==> config.mk <==
export PLATFORM = sky130hd
export DESIGN_NAME = spi_arbiter
export DESIGN_NICKNAME = d
export VERILOG_FILES = /design/src/rtl/spi_arb_pkg.sv /design/src/rtl/rr_arbiter.sv /design/src/rtl/spi_arbiter.sv
export SDC_FILE = /design/constraint.sdc
export NUM_CORES = 1
export LEC_CHECK = 0
export CORE_MARGIN = 10
export CORE_UTILIZATION = 45
export CTS_BUF_LIST = sky130_fd_sc_hd__clkbuf_8
export CTS_CLUSTER_DIAMETER = 120
export DETAILED_ROUTE_END_ITERATION = 6
export GPL_ROUTABILITY_DRIVEN = 0
export MAX_ROUTING_LAYER = met4
export PLACE_DENSITY_LB_ADDON = 0.2
export SLEW_MARGIN = 5
export SYNTH_ARGS = -nofsm -noshare
export SYNTH_HDL_FRONTEND = slang
export SYNTH_SLANG_ARGS = --single-unit
==> constraint.sdc <==
create_clock -name clk -period 3 [get_ports clk]
set_input_delay 0.3 -clock clk [delete_from_list [all_inputs] [get_ports clk]]
set_output_delay 0.3 -clock clk [all_outputs]
set_load 0.02 [all_outputs]
==> src/rtl/spi_arb_pkg.sv <==
// Shared types and constants for the SPI master arbiter.
package spi_arb_pkg;

    localparam int BYTE_W = 8;

    typedef enum logic [2:0] {
        IDLE  = 3'd0,
        ARB   = 3'd1,
        START = 3'd2,
        WAIT  = 3'd3,
        GAP   = 3'd4
    } state_t;

endpackage

==> src/rtl/rr_arbiter.sv <==
// Combinational round-robin pick: first requester at or after ptr, wrapping at NUM_REQ.
module rr_arbiter #(
    parameter int NUM_REQ = 3,
    parameter int IDX_W   = $clog2(NUM_REQ)
) (
    input  logic [NUM_REQ-1:0] req,
    input  logic [IDX_W-1:0]   ptr,
    output logic [NUM_REQ-1:0] grant,
    output logic [IDX_W-1:0]   idx,
    output logic               valid
);

    // Scan NUM_REQ positions starting at ptr; the first hit wins.
    always_comb begin
        int  j;
        logic hit;
        grant = '0;
        idx   = '0;
        valid = 1'b0;
        j     = 0;
        hit   = 1'b0;
        for (int i = 0; i < NUM_REQ; i++) begin
            j        = (int'(ptr) + i) % NUM_REQ;
            hit      = !valid && req[j];
            valid    = valid | hit;
            idx      = hit ? IDX_W'(j) : idx;
            grant[j] = hit;
        end
    end

endmodule

==> src/rtl/spi_arbiter.sv <==
// Round-robin owner of a single SPI master shared by NUM_REQ clients, multi-frame transactions.
// Optional frame watchdog enabled by defining SPI_ARB_TIMEOUT_EN.
module spi_arbiter
    import spi_arb_pkg::*;
#(
    parameter int NUM_REQ = 3,
    parameter int LEN_W   = 4,
    parameter int GAP_CYC = 4,
    parameter int TIMEOUT = 64
) (
    input  logic                      clk,
    input  logic                      rst,
    input  logic [NUM_REQ-1:0]        req_i,
    input  logic [NUM_REQ*LEN_W-1:0]  len_i,
    input  logic [NUM_REQ*BYTE_W-1:0] tx_data_i,
    output logic [NUM_REQ-1:0]        grant_o,
    output logic [NUM_REQ-1:0]        byte_ack_o,
    output logic [NUM_REQ-1:0]        rx_valid_o,
    output logic [BYTE_W-1:0]         rx_data_o,
    output logic                      busy_o,
    output logic                      err_o,
    output logic                      m_start_o,
    output logic [BYTE_W-1:0]         m_tx_data_o,
    input  logic [BYTE_W-1:0]         m_rx_data_i,
    input  logic                      m_done_i
);

    localparam int IDX_W = $clog2(NUM_REQ);
    localparam int GAP_W = $clog2(GAP_CYC + 1);
    localparam int WD_W  = $clog2(TIMEOUT + 1);
    localparam logic [GAP_W-1:0] GAP_LAST = GAP_W'(GAP_CYC - 1);
    localparam logic [WD_W-1:0]  WD_LIMIT = WD_W'(TIMEOUT);
`ifdef SPI_ARB_TIMEOUT_EN
    localparam logic WD_EN = 1'b1;
`else
    localparam logic WD_EN = 1'b0;
`endif

    state_t               state_r;
    state_t               state_s;
    logic [IDX_W-1:0]     ptr_r;
    logic [IDX_W-1:0]     idx_r;
    logic [LEN_W-1:0]     cnt_r;
    logic [GAP_W-1:0]     gap_r;
    logic [WD_W-1:0]      wd_r;
    logic [NUM_REQ-1:0]   arb_grant_s;
    logic [IDX_W-1:0]     arb_idx_s;
    logic                 arb_valid_s;
    logic [LEN_W-1:0]     len_sel_s;
    logic [BYTE_W-1:0]    tx_sel_s;
    logic                 done_s;
    logic                 timeout_s;

    rr_arbiter #(
        .NUM_REQ (NUM_REQ),
        .IDX_W   (IDX_W)
    ) u_rr (
        .req   (req_i),
        .ptr   (ptr_r),
        .grant (arb_grant_s),
        .idx   (arb_idx_s),
        .valid (arb_valid_s)
    );

    assign len_sel_s = len_i[int'(arb_idx_s)*LEN_W +: LEN_W];
    assign tx_sel_s  = tx_data_i[int'(idx_r)*BYTE_W +: BYTE_W];
    // A done pulse landing on the start-pulse cycle cannot belong to this frame.
    assign done_s    = m_done_i && !m_start_o;
    assign timeout_s = WD_EN && (state_r == WAIT) && !done_s && (wd_r == WD_LIMIT);

    // Next-state decode for the transaction sequencer.
    always_comb begin
        state_s = state_r;
        case (state_r)
            IDLE:    state_s = (|req_i) ? ARB : IDLE;
            ARB:     state_s = arb_valid_s ? START : IDLE;
            START:   state_s = WAIT;
            WAIT: begin
                if (done_s) begin
                    state_s = (cnt_r == LEN_W'(1)) ? GAP : START;
                end else if (timeout_s) begin
                    state_s = GAP;
                end else begin
                    state_s = WAIT;
                end
            end
            GAP:     state_s = (gap_r == GAP_LAST) ? IDLE : GAP;
            default: state_s = IDLE;
        endcase
    end

    // Sequencer state, grant/pointer bookkeeping and all registered outputs.
    always_ff @(posedge clk or posedge rst) begin
        if (rst) begin
            state_r     <= IDLE;
            ptr_r       <= '0;
            idx_r       <= '0;
            cnt_r       <= '0;
            gap_r       <= '0;
            wd_r        <= '0;
            grant_o     <= '0;
            byte_ack_o  <= '0;
            rx_valid_o  <= '0;
            rx_data_o   <= '0;
            busy_o      <= 1'b0;
            err_o       <= 1'b0;
            m_start_o   <= 1'b0;
            m_tx_data_o <= '0;
        end else begin
            state_r    <= state_s;
            busy_o     <= (state_s != IDLE);
            err_o      <= err_o | timeout_s;
            m_start_o  <= 1'b0;
            byte_ack_o <= '0;
            rx_valid_o <= '0;
            case (state_r)
                ARB: begin
                    grant_o <= arb_grant_s;
                    idx_r   <= arb_idx_s;
                    cnt_r   <= (len_sel_s == '0) ? LEN_W'(1) : len_sel_s;
                    if (arb_valid_s) begin
                        ptr_r <= (arb_idx_s == IDX_W'(NUM_REQ - 1)) ? '0 : arb_idx_s + IDX_W'(1);
                    end else begin
                        ptr_r <= ptr_r;
                    end
                end
                START: begin
                    m_start_o   <= 1'b1;
                    m_tx_data_o <= tx_sel_s;
                    byte_ack_o  <= grant_o;
                    wd_r        <= '0;
                end
                WAIT: begin
                    gap_r <= '0;
                    if (done_s) begin
                        rx_data_o  <= m_rx_data_i;
                        rx_valid_o <= grant_o;
                        cnt_r      <= cnt_r - LEN_W'(1);
                        wd_r       <= '0;
                    end else begin
                        wd_r <= WD_EN ? wd_r + WD_W'(1) : '0;
                    end
                end
                GAP: begin
                    if (state_s == IDLE) begin
                        grant_o <= '0;
                    end else begin
                        gap_r <= gap_r + GAP_W'(1);
                    end
                end
                default: begin
                    gap_r <= '0;
                end
            endcase
        end
    end

endmodule

Word-level counts from Yosys, hierarchy flattened
Index checks and enable logic that the tools add are counted.

Word-level logic and storage cells: 102. Output and inout bits: 28. Bits in registers: 41.

Divide/modulo/power cells: 3. $add $sub $neg: 5. Multiplexer cells: 38. Reduce and logical (&&, ||, !) cells: 22. Equality and inequality tests: 10. Shift operators: 2. Bitwise operators: 4. $lt $le $gt $ge: 6.

Operator list (count): $ge A32 B1 Y1 const B (3); $lt A32 B4 Y1 const B (3); $mod A32 B3 Y32 const B (2); $mod A3 B3 Y32 const B (1); $mux W3 (8); $shiftx A24 B6 Y8 (1); $pmux W3 S5 (1); $pmux W3 S2 (2); $shiftx A12 B5 Y4 (1); $mux W1 (11); $mux W2 (5); $reduce_and A2 Y1 (5); $eq A3 B2 Y1 const B (3); $mux W4 (2); $pmux W4 S2 (1); $bmux W1 S2 (3); $bwmux W3 (2); $demux W1 S2 (3); $logic_and A1 B1 Y1 (6); $logic_not A3 Y1 (2); $ne A2 B2 Y1 const B (3); $eq A4 B1 Y1 const B (1); $logic_not A4 Y1 (1); $reduce_bool A2 Y1 (2); other kinds (15) (18).

Longest topological paths before layout
Gate-level depths: netlist of run 1.

Word-level depth: 15. Depth in mapped cells: 10.

Cells and area by module
Synthesis of run 1 repeated with hierarchy kept, for this count alone.

Cell total of the unflattened synthesis: 237. Area, all modules: 2367.3 um^2.

By module, submodules not included: spi_arbiter (sequential area each 1026.0 um^2, area each 2052.0 um^2, cells each 190, times used 1); rr_arbiter (sequential area each 0.0 um^2, area each 315.3 um^2, cells each 47, times used 1).

Worst setup path before layout of run 1
OpenSTA, ideal clock, no wires.

Path kind: flip-flop to flip-flop. From: register ptr_r[0]. To: register cnt_r[1]. Path buffers: 1. Stages on the path, launching flop included: 11. Path slack: 0.864 ns. Arrival: 2.063 ns. Cell sequence: dfrtp_1 inv_1 ha_1 buf_2 nand2_1 o211ai_2 o21ai_2 nor2_2 a211o_1 mux2_4 a21oi_2.

Longest elaborated chain between the ends: 14.

RTL lines: from (decl) (RTL line spi_arbiter.sv:41) `logic [IDX_W-1:0] ptr_r;`; from (signal assigned) (RTL line spi_arbiter.sv:122) `ptr_r <= (arb_idx_s == IDX_W'(NUM_REQ - 1)) ? '0 : arb_idx_s + IDX_W'(1);`; from (signal assigned) (RTL line spi_arbiter.sv:124) `ptr_r <= ptr_r;`; $add A2 B1 Y3 or $mod A3 B3 Y32 (tied branches) (RTL line rr_arbiter.sv:23) `j = (int'(ptr) + i) % NUM_REQ;`; $mod A32 B3 Y32 or $bmux W1 S2 (tied branches) (RTL line rr_arbiter.sv:23, rr_arbiter.sv:24); $bmux W1 S2 or $mux W1 (tied branches) (RTL line rr_arbiter.sv:24) `hit = !valid && req[j];`; $mux W1 (implied by the code) (RTL line rr_arbiter.sv:24); $mux W1 (implied by the code) or $logic_not A1 Y1 (tied branches) (RTL line rr_arbiter.sv:24); $logic_and A1 B1 Y1 (RTL line rr_arbiter.sv:24); $or A1 B1 Y1 (RTL line rr_arbiter.sv:25) `valid = valid | hit;`; $logic_not A1 Y1 (RTL line rr_arbiter.sv:24); $logic_and A1 B1 Y1 (RTL line rr_arbiter.sv:24); $mux W2 * (RTL line rr_arbiter.sv:26) `idx = hit ? IDX_W'(j) : idx;`; $shiftx A12 B5 Y4 * (RTL line spi_arbiter.sv:65) `assign len_sel_s = len_i[int'(arb_idx_s)*LEN_W +: LEN_W];`; $logic_not A4 Y1 (RTL line spi_arbiter.sv:120) `cnt_r <= (len_sel_s == '0) ? LEN_W'(1) : len_sel_s;`; $mux W4 * (RTL line spi_arbiter.sv:120); $pmux W4 S2 * (RTL line spi_arbiter.sv:116) `case (state_r)`; to (signal assigned) (RTL line spi_arbiter.sv:120); to (signal assigned) (RTL line spi_arbiter.sv:138) `cnt_r <= cnt_r - LEN_W'(1);`; to (decl) (RTL line spi_arbiter.sv:43) `logic [LEN_W-1:0] cnt_r;`.

Every way passes the cells marked *; elsewhere a longest branch is shown, timed or not. The select of a mux whose other input is x is not followed. A chain may end at the register's enable or synchronous reset.

Final worst setup path of run 1
From: register ptr_r[1]. To: register cnt_r[1].

The elaborated chain is that of the path after synthesis.

==> results of run 1 <==
[sequential cells by signal (all words and copies together), names as in the netlist]
name and count:
m_tx_data_o 8, rx_data_o 8, cnt_r 4, byte_ack_o 3, gap_r 3, grant_o 3, rx_valid_o 3, state_r 3
idx_r 2, ptr_r 2, busy_o 1, m_start_o 1
[where the power goes]
part           internal [mW]  leakage, nW  switching, mW  total, mW
registers              0.773        0.499          0.191      0.964
logic                  0.832        0.831          0.976       1.81
clock network          0.208       0.0542          0.178      0.386
total                   1.81         1.38           1.35       3.16
[critical path, delay by kind of cell, from the launching register on]
family          cells  cell delay [ns]
buf+inv             1             0.09
fa+ha+maj           1             0.46
flops               1             0.42
compound gates      5             0.99
mux                 2             0.60
[layer usage]
layer	wire length [um]	vias up	global-route usage, %
li1	-	1063	-
met1	2770	994	17.4
met2	2880	51	22.1
met3	432	7	4.08
met4	76	0	3.92
met5	0	-	-
[kinds of logic (layout without fill, tap and decap cells)]
kind of cell               count (synthesis)  after routing  share of synthesized area, %
and+or+nand+nor                           98             98                          20.1
adders and majority gates                  8              8                          4.11
xor gates and xnor gates                   1              1                         0.359
other                                      1              1                         0.154
DFF                                       41             41                          42.1
AOI/OAI and AO/OA                         68             68                          18.8
buffers and inverters                     19             94                          3.64
muxes                                     24             24                          10.7
[metrics by stage]
| step | hold slack, ns | util (%) |
|---|---|---|
| floorplan | 0.452 | - |
| global placement | 0.487 | 62.7 |
| detailed placement | 0.496 | 62.7 |
| CTS | 0.459 | 64.7 |
| global route | 0.491 | 64.7 |
| finish | 0.440 | 64.7 |
[final timing paths]
check / start / to / slack (ns) / depth (start not counted)
min: rst / grant_o[0] / 0.44 / 3
min reg2reg: rx_data_o[3] / rx_data_o[3] / 0.51 / 1
min in group clk: rx_data_o[3] / rx_data_o[3] / 0.51 / 1
max in group asynchronous: rst / cnt_r[3] / 2.20 / 3
max: ptr_r[1] / cnt_r[1] / 0.38 / 9
max reg2reg: ptr_r[1] / cnt_r[1] / 0.38 / 9
[Yosys cell counts, types with 4 or more instances]
| library cell | count | share of area (%) |
|---|---|---|
| nor2b_1 | 4 | 1.0 |
| dfrtp_1 | 41 | 42 |
| and2_1 | 7 | 1.8 |
| nor3_1 | 9 | 1.8 |
| o21ai_0 | 10 | 2.1 |
| mux2i_1 | 12 | 4.9 |
| mux2_2 | 8 | 3.7 |
| clkbuf_1 | 5 | 0.77 |
| inv_1 | 7 | 1.1 |
| ha_1 | 8 | 4.1 |
| nor2_1 | 34 | 5.2 |
| nand3_1 | 4 | 0.82 |
| nand2b_1 | 5 | 1.3 |
| a21oi_1 | 30 | 6.2 |
| nand2_1 | 19 | 2.9 |
| buf_4 | 4 | 1.2 |
[layout make-up]
cell class | instances | area share (%)
inverter | 7 | 0.785
multi-input combinational | 200 | 39.5
sequential | 41 | 30.7
clock inverter | 1 | 0.150
tap | 70 | 2.62
timing repair buffer | 79 | 23.4
clock buffer | 7 | 2.88
==> flow_metrics.tcl, run 1 <==
set metrics [dict create \
    synth_edf_count 0 \
    postCtsResizedCells 0 \
    grt_max_degree 42 \
    slew_violations 0 \
    p_total_mw 3.16 \
    cts-hold-fix-buffers 0 \
    hold_viol_final 0 \
    worst_slew_pin_slew_ns 0.575 \
    via_count 2115 \
    grt_overflow 0 \
    die_y_um 93.6 \
    final_cell_mix "76 x clkdlybuf4s50_1, 41 x dfrtp_1, 34 x nor2_1" \
    areaGrowthSynthToFinish_pct 37.3 \
    design_area_sq_mm 0.00335 \
    seq_area_frac_synth_pct 42.1 \
    ff_latch_area_sq_mm 0.00103 \
    dieArea_sq_mm 0.00876 \
    cp_max_fo 11 \
    synthCells 260 \
    io_buffer_count 76 \
    syn_area_sq_mm 0.00244 \
    cts_setup_buffers 0 \
    layout-drive-gt1-share_pct 10.7 \
    hpwlAfterDp_mm 4.73 \
    drc 0 \
    antenna_found_initial 0 \
    timing.final.ws_setup_ns 0.383 \
    criticalPathCategory "flip-flop to flip-flop" \
    core_area_sq_mm 0.00517 \
    start_util_pct 47.1 \
    wl_mm 6.15 \
    grt_pass1_wl_mm 9.94 \
    first_iter_violations 83 \
    final_common_cell "clkdlybuf4s50_1" \
    skew_ns 0.00816 \
    ant_nets 0 \
    fp.dieW_um 93.6 \
    ys_seq_elements 41 \
    via_per_inst 5.22 \
    required_ns 3.22 \
    vdd_drop_max_mv 0.379 \
    grt_setup_unrepaired "false" \
    min-delay-path-class "primary input to asynchronous set/reset pin" \
    firstDrtPassIters 4 \
    finalSetupTns_ns 0 \
    htree_levels 2 \
    p_leak_nw 1.38 \
    avgSynthCellArea_sq_um 9.37 \
    clock_sinks 41 \
    antenna_cells 0 \
    place_area_sq_mm 0.00325 \
    worst_setup_path_end_kind "flip-flop" \
    final_cells 405 \
    cp_slowest_stage_delay_ns 0.46 \
    critPathArrivalTime_ns 2.84 \
    worstSkewPairLatency_ns 0.29 \
    start_kind "flip-flop" \
    status "finished, final reports clean" \
    cts_buffer_depth 2 \
    critical_path.slowest_cell "ha_1" \
    n_fill_cell 425 \
    synth_ff_type "dfrtp_1" \
    wire_per_inst_um 15.2 \
    grt_pass1_vias 2035 \
    cts_inserted_buffers 5 \
    dp.cells 397 \
    nNetsFinal 392 \
    clk_pin_slew_ns 0.08 \
    rows 26 \
    place_ws_ns 0.410 \
    clock.fmax_ghz 0.382 \
    cap_violations 0 \
    cts_root_buf "clkbuf_8" \
    critical_path.cell_chain "inv_1, ha_1, mux2i_2, o21ai_2, a31oi_2, o32ai_2, a211o_1, mux2_4, a21oi_2" \
    slew_headroom_pct 61.6 \
    period_share_pct 87.2 \
    power_density_mw_per_mm2 943 \
    async_reset_ff_share_pct 100 \
    track_usage_pct 14.1 \
    synth_cell_type_count 52 \
    ys_warn_count 0 \
    multi_input_area_sq_mm 0.00132 \
    fin_crit_ns 2.62 \
    setup_viol 0 \
    syn-num-nets 318 \
    io_pins 78 \
    cts_tree "yes" \
]
Power figures use the tool's default switching activity.
==> inputs of run 2 (changes only) <==
--- a/config.mk
+++ b/config.mk
@@ -5,6 +5,7 @@
 export SDC_FILE = /design/constraint.sdc
 export NUM_CORES = 1
 export LEC_CHECK = 0
+export ABC_AREA = 0
 export CORE_MARGIN = 10
 export CORE_UTILIZATION = 45
 export CTS_BUF_LIST = sky130_fd_sc_hd__clkbuf_8
==> constraint.sdc (replaced) <==
create_clock -name clk -period 2.54 [get_ports clk]
set_input_delay 0.254 -clock clk [delete_from_list [all_inputs] [get_ports clk]]
set_output_delay 0.254 -clock clk [all_outputs]
set_load 0.02 [all_outputs]
==> run 2 against run 1 <==
Global-route usage increased by 1.2 points. Routed wire length increased by 4.7%. Final cell count increased by 0.99%. Utilization increased by 0.77 points. Final area increased by 1.2%. First-iteration DRC count increased by 34%. Maximum frequency increased by 13%. Total power increased by 21%. Highest routed layer unchanged. Clock-buffer cell count decreased by 1. Flip-flop and latch count unchanged. Non-clock buffer count increased by 5.
==> flow_metrics.tcl, run 2 (synthesized netlist as in run 1, its figures left out) <==
set metrics [dict create \
    period_share_pct 91.2 \
    clk_pin_slew_ns 0.08 \
    worstSkewPairLatency_ns 0.30 \
    finalSetupTns_ns 0 \
    grt_pass1_vias 2158 \
    worst_setup_path_end_kind "flip-flop" \
    grt_max_degree 42 \
    slew_headroom_pct 61.6 \
    cts_inserted_buffers 5 \
    p_leak_nw 1.40 \
    grt_overflow 0 \
    final_cell_mix "76 x clkdlybuf4s50_1, 41 x dfrtp_1, 34 x nor2_1" \
    critPathArrivalTime_ns 2.55 \
    htree_levels 2 \
    via_per_inst 5.33 \
    top_regs "m_tx_data_o (8), rx_data_o (8), cnt_r (4)" \
    clock.fmax_ghz 0.432 \
    min-delay-path-class "primary input to asynchronous set/reset pin" \
    cts_buffer_depth 2 \
    slew_violations 0 \
    multi_input_area_sq_mm 0.00134 \
    drc 0 \
    die_y_um 93.6 \
    power_density_mw_per_mm2 1130 \
    grt_setup_unrepaired "false" \
    antenna_cells 0 \
    vdd_drop_max_mv 0.624 \
    io_pins 78 \
    n_fill_cell 421 \
    p_total_mw 3.82 \
    skew_ns 0.00375 \
    wl_mm 6.44 \
    clock_sinks 41 \
    dieArea_sq_mm 0.00876 \
    start_util_pct 47.1 \
    io_buffer_count 76 \
    status "finished, final reports clean" \
    hold_viol_final 0 \
    nNetsFinal 397 \
    final_common_cell "clkdlybuf4s50_1" \
    cp_max_fo 12 \
    setup_viol 0 \
    via_count 2181 \
    ant_nets 0 \
    cts_tree "yes" \
    fin_crit_ns 2.32 \
    wire_per_inst_um 15.7 \
    cts_root_buf "clkbuf_8" \
    rows 26 \
    hold_ws_ns 0.386 \
    fin_util_pct 65.5 \
    ff_latch_area_sq_mm 0.00103 \
    grt_pass1_wl_mm 10.6 \
    core_area_sq_mm 0.00517 \
    layout-drive-gt1-share_pct 12.1 \
    criticalPathCategory "flip-flop to flip-flop" \
    track_usage_pct 15.3 \
    cts_setup_buffers 0 \
    areaGrowthSynthToFinish_pct 39.0 \
    required_ns 2.77 \
    antenna_found_initial 0 \
    first_iter_violations 111 \
    firstDrtPassIters 4 \
    hpwlAfterDp_mm 4.96 \
    worst_slew_pin_slew_ns 0.575 \
    start_kind "flip-flop" \
    fp.dieW_um 93.6 \
    cap_violations 0 \
]
-- run 2: power by group --
| group | total [mW] | internal [mW] | leakage (nW) | switching [mW] |
|---|---|---|---|---|
| Sequential | 1.14 | 0.912 | 0.499 | 0.227 |
| Clock | 0.444 | 0.215 | 0.0433 | 0.229 |
| Combinational | 2.23 | 1.04 | 0.855 | 1.19 |
| Total | 3.82 | 2.17 | 1.40 | 1.65 |
-- run 2: through the flow --
stage / instance area [sq um] / worst slack, ns / instances
global route: 3390 / 0.0455 / 409
detailed placement: 3280 / 0.159 / 402
CTS: 3370 / 0.180 / 409
global placement: 3280 / 0.255 / 402
floorplan: 2440 / 0.404 / 260
finish: 3390 / 0.225 / 409
-- run 2: per-layer routing --
metal,part of all wire [%],vias to the layer above,track usage (%)
met5,0,-,-
met4,1.5,0,5.19
met3,6.5,10,4.24
met2,47,76,23.2
met1,45,1021,19.2
li1,-,1074,-
-- run 2: worst paths after layout --
kind	cells after the start	end	slack (ns)	from
worst min register to register	1	rx_data_o[6]	0.51	rx_data_o[6]
worst max-delay path	8	cnt_r[1]	0.22	ptr_r[0]
min in group clk	1	rx_data_o[6]	0.51	rx_data_o[6]
worst min-delay path	3	rx_data_o[5]	0.39	rst
max in group asynchronous	3	idx_r[1]	1.80	rst
worst max register to register	8	cnt_r[1]	0.22	ptr_r[0]
-- run 2: layout make-up --
cell class	instances	area share [%]
multi-input combinational	200	39.5
sequential	41	30.3
timing repair buffer	84	24.2
tap	70	2.59
clock buffer	6	2.44
inverter	7	0.776
clock inverter	1	0.222
-- run 2: timing repair --
action                                 4_1_cts  5_1_grt
hold buffers                                 0        0
resized for setup                            0        2
endpoints found under the hold margin        0        0
setup endpoints to repair                    0        4
-- run 2: critical path: stages, from the launching register on --
cell and delay [ns]:
dfrtp_1 0.40, inv_1 0.08, ha_2 0.46, nand4b_2 0.19, a31oi_2 0.27, o32ai_4 0.16
a211o_1 0.31, mux2_4 0.27, a21oi_2 0.12
==> inputs of run 3 (changes only) <==
--- a/config.mk
+++ b/config.mk
@@ -6,7 +6,7 @@
 export NUM_CORES = 1
 export LEC_CHECK = 0
 export ABC_AREA = 0
-export CORE_MARGIN = 10
+export CORE_MARGIN = 2
 export CORE_UTILIZATION = 45
 export CTS_BUF_LIST = sky130_fd_sc_hd__clkbuf_8
 export CTS_CLUSTER_DIAMETER = 120
==> constraint.sdc (replaced) <==
create_clock -name clk -period 2.54 [get_ports clk]
set_input_delay 0.762 -clock clk [delete_from_list [all_inputs] [get_ports clk]]
set_output_delay 0.762 -clock clk [all_outputs]
set_load 0.02 [all_outputs]
==> run 3 against run 2 <==
Sequential power about the same. Final cell count up 3.9%. Global-route usage up 5.1 points. Register-to-register slack worse by 0.02 ns. Non-clock buffer count up 15. Clock-buffer cell count unchanged. Flip-flop and latch count unchanged. Clock skew up 0.0061 ns. Sequential share of layout area down 1.0 points. Critical path depth up 1. Critical path type is now primary input to flip-flop. Largest cell class unchanged. Highest routed layer unchanged.
==> flow_metrics.tcl, run 3 (synthesized netlist as in run 1, its figures left out) <==
set metrics [dict create \
    vdd_drop_max_mv 0.515 \
    hpwlAfterDp_mm 4.36 \
    grt_pass1_vias 2164 \
    clock.fmax_ghz 0.406 \
    layout-drive-gt1-share_pct 15.8 \
    io_buffer_count 76 \
    start_util_pct 47.1 \
    p_total_mw 3.88 \
    postCtsResizedCells 0 \
    start_kind "primary input" \
    grt_pass1_wl_mm 9.80 \
    period_share_pct 97.1 \
    ff_latch_area_sq_mm 0.00103 \
    fin_crit_ns 2.47 \
    ant_nets 0 \
    criticalPathCategory "primary input to flip-flop" \
    n_fill_cell 426 \
    p_leak_nw 1.48 \
    skew_ns 0.00988 \
    cts_buffer_depth 2 \
    hold_viol_final 0 \
    crit_buf_inv 2 \
    drc 0 \
    grt_setup_unrepaired "false" \
    use_met3_pct 3.95 \
    cts_inserted_buffers 5 \
    grt_max_degree 42 \
    final_cell_mix "76 x clkdlybuf4s50_1, 41 x dfrtp_1, 34 x nor2_1" \
    worst_setup_path_end_kind "flip-flop" \
    cp_max_fo 4 \
    slew_violations 0 \
    critical_path.slowest_cell "clkdlybuf4s50_1" \
    cts_setup_buffers 0 \
    clock_sinks 41 \
    hold_path_startpoint "rx_data_o[1]" \
    fin_util_pct 67.8 \
    grt_overflow 0 \
    design_area_sq_mm 0.00350 \
    rows 26 \
    status "finished, final reports clean" \
    cap_violations 0 \
    die_y_um 77.6 \
    reg2reg_from "ptr_r[0]" \
    reg2reg_depth 9 \
    reg2reg_setup_slack_ns 0.20 \
    final_cells 425 \
    cts_root_buf "clkbuf_8" \
    holdPathEnd "rx_data_o[1]" \
    dp.cells 417 \
    firstDrtPassIters 4 \
    min-delay-path-class "flip-flop to flip-flop" \
    fp.dieW_um 77.6 \
    nNetsFinal 412 \
    final_common_cell "clkdlybuf4s50_1" \
    via_count 2208 \
    antenna_cells 0 \
    power_density_mw_per_mm2 1110 \
    first_iter_violations 88 \
    track_usage_pct 20.4 \
    wl_mm 5.56 \
    htree_levels 2 \
    top_regs "m_tx_data_o (8), rx_data_o (8), cnt_r (4)" \
    via_per_inst 5.20 \
    setup_viol 0 \
    cp_slowest_stage_delay_ns 0.51 \
    multi_input_area_sq_mm 0.00132 \
    wire_per_inst_um 13.1 \
    antenna_found_initial 0 \
    areaGrowthSynthToFinish_pct 43.8 \
    met1_usage_pct 25.4 \
    worst_slew_pin_slew_ns 0.602 \
    cts_tree "yes" \
    critPathArrivalTime_ns 2.70 \
    critical_path.cell_chain "clkdlybuf4s50_1, buf_4, and2b_1, o211ai_2, o21a_2, nor2_1, a211o_1, mux2_4, a21oi_2" \
    finalSetupTns_ns 0 \
    worst_r2r_endpoint "cnt_r[1]" \
    whs_path_depth 1 \
    clk_pin_slew_ns 0.08 \
    cts-hold-fix-buffers 0 \
    place_area_sq_mm 0.00341 \
    required_ns 2.77 \
    core_area_sq_mm 0.00517 \
    dieArea_sq_mm 0.00602 \
    io_pins 78 \
    worstSkewPairLatency_ns 0.29 \
    grt_most_used_layer "met2" \
    slew_headroom_pct 59.8 \
    grt_use_met2_pct 34.3 \
    critical-path-top-delay-family "compound AO/OA/AOI/OAI gates" \
]
==> run 3: cell count changes in the layout (fill, tap and decap cells not counted) <==
| cell | change |
|---|---|
| clkinv_4 | +1 |
| clkinv_2 | +1 |
| ha_2 | -1 |
| buf_4 | +14 |
| o32ai_4 | -1 |
| o32ai_2 | +1 |
| ha_1 | +1 |
| clkinvlp_4 | -1 |
| buf_12 | +1 |
==> run 3: final cells by class <==
| cell class | count | share of cell area (%) |
|---|---|---|
| clock inverters | 2 | 0.393 |
| flip-flops and latches | 41 | 29.3 |
| multi-input cells | 200 | 37.7 |
| repair buffers | 99 | 27.0 |
| inverters | 7 | 0.750 |
| well taps | 70 | 2.50 |
| clock buffers | 6 | 2.36 |
==> run 3: how the worst max path moves through the flow <==
stage / from / end / slack [ns] / cells past startpoint
detailed placement: req_i[1] / cnt_r[1] / -0.24 / 9
global route: req_i[1] / cnt_r[1] / 0.001 / 9
global placement: req_i[1] / cnt_r[1] / -0.18 / 9
floorplan: req_i[2] / cnt_r[1] / 0.33 / 7
finish: req_i[1] / cnt_r[1] / 0.07 / 9
CTS: req_i[1] / cnt_r[1] / 0.06 / 9
==> run 3: worst reg2reg max path, stage by stage (launching register included) <==
cell      delay [ns]
dfrtp_1         0.40
inv_1           0.08
ha_1            0.51
and2b_1         0.19
o211ai_2        0.11
o21ai_2         0.24
nor2_2          0.05
a211o_1         0.31
mux2_4          0.27
a21oi_2         0.12
==> run 3: layer usage <==
| metal | part of all wire, % | vias to the layer above |
|---|---|---|
| met4 | 0.97 | 0 |
| met5 | 0 | - |
| met2 | 48 | 53 |
| li1 | - | 1118 |
| met1 | 47 | 1031 |
| met3 | 4.5 | 6 |
==> run 3: per-stage QoR <==
| stage | worst slack (ns) | hold slack, ns |
|---|---|---|
| floorplan | 0.333 | 0.469 |
| detailed placement | -0.240 | 0.495 |
| finish | 0.0742 | 0.508 |
| global placement | -0.181 | 0.487 |
| CTS | 0.0585 | 0.513 |
| global route | 0.00131 | 0.539 |
==> run 3: power by group <==
group,switching [mW],internal [mW],leakage (nW),total (mW)
registers,0.206,0.913,0.499,1.12
clock network,0.223,0.220,0.0512,0.443
logic,1.19,1.13,0.930,2.32
total,1.62,2.27,1.48,3.88
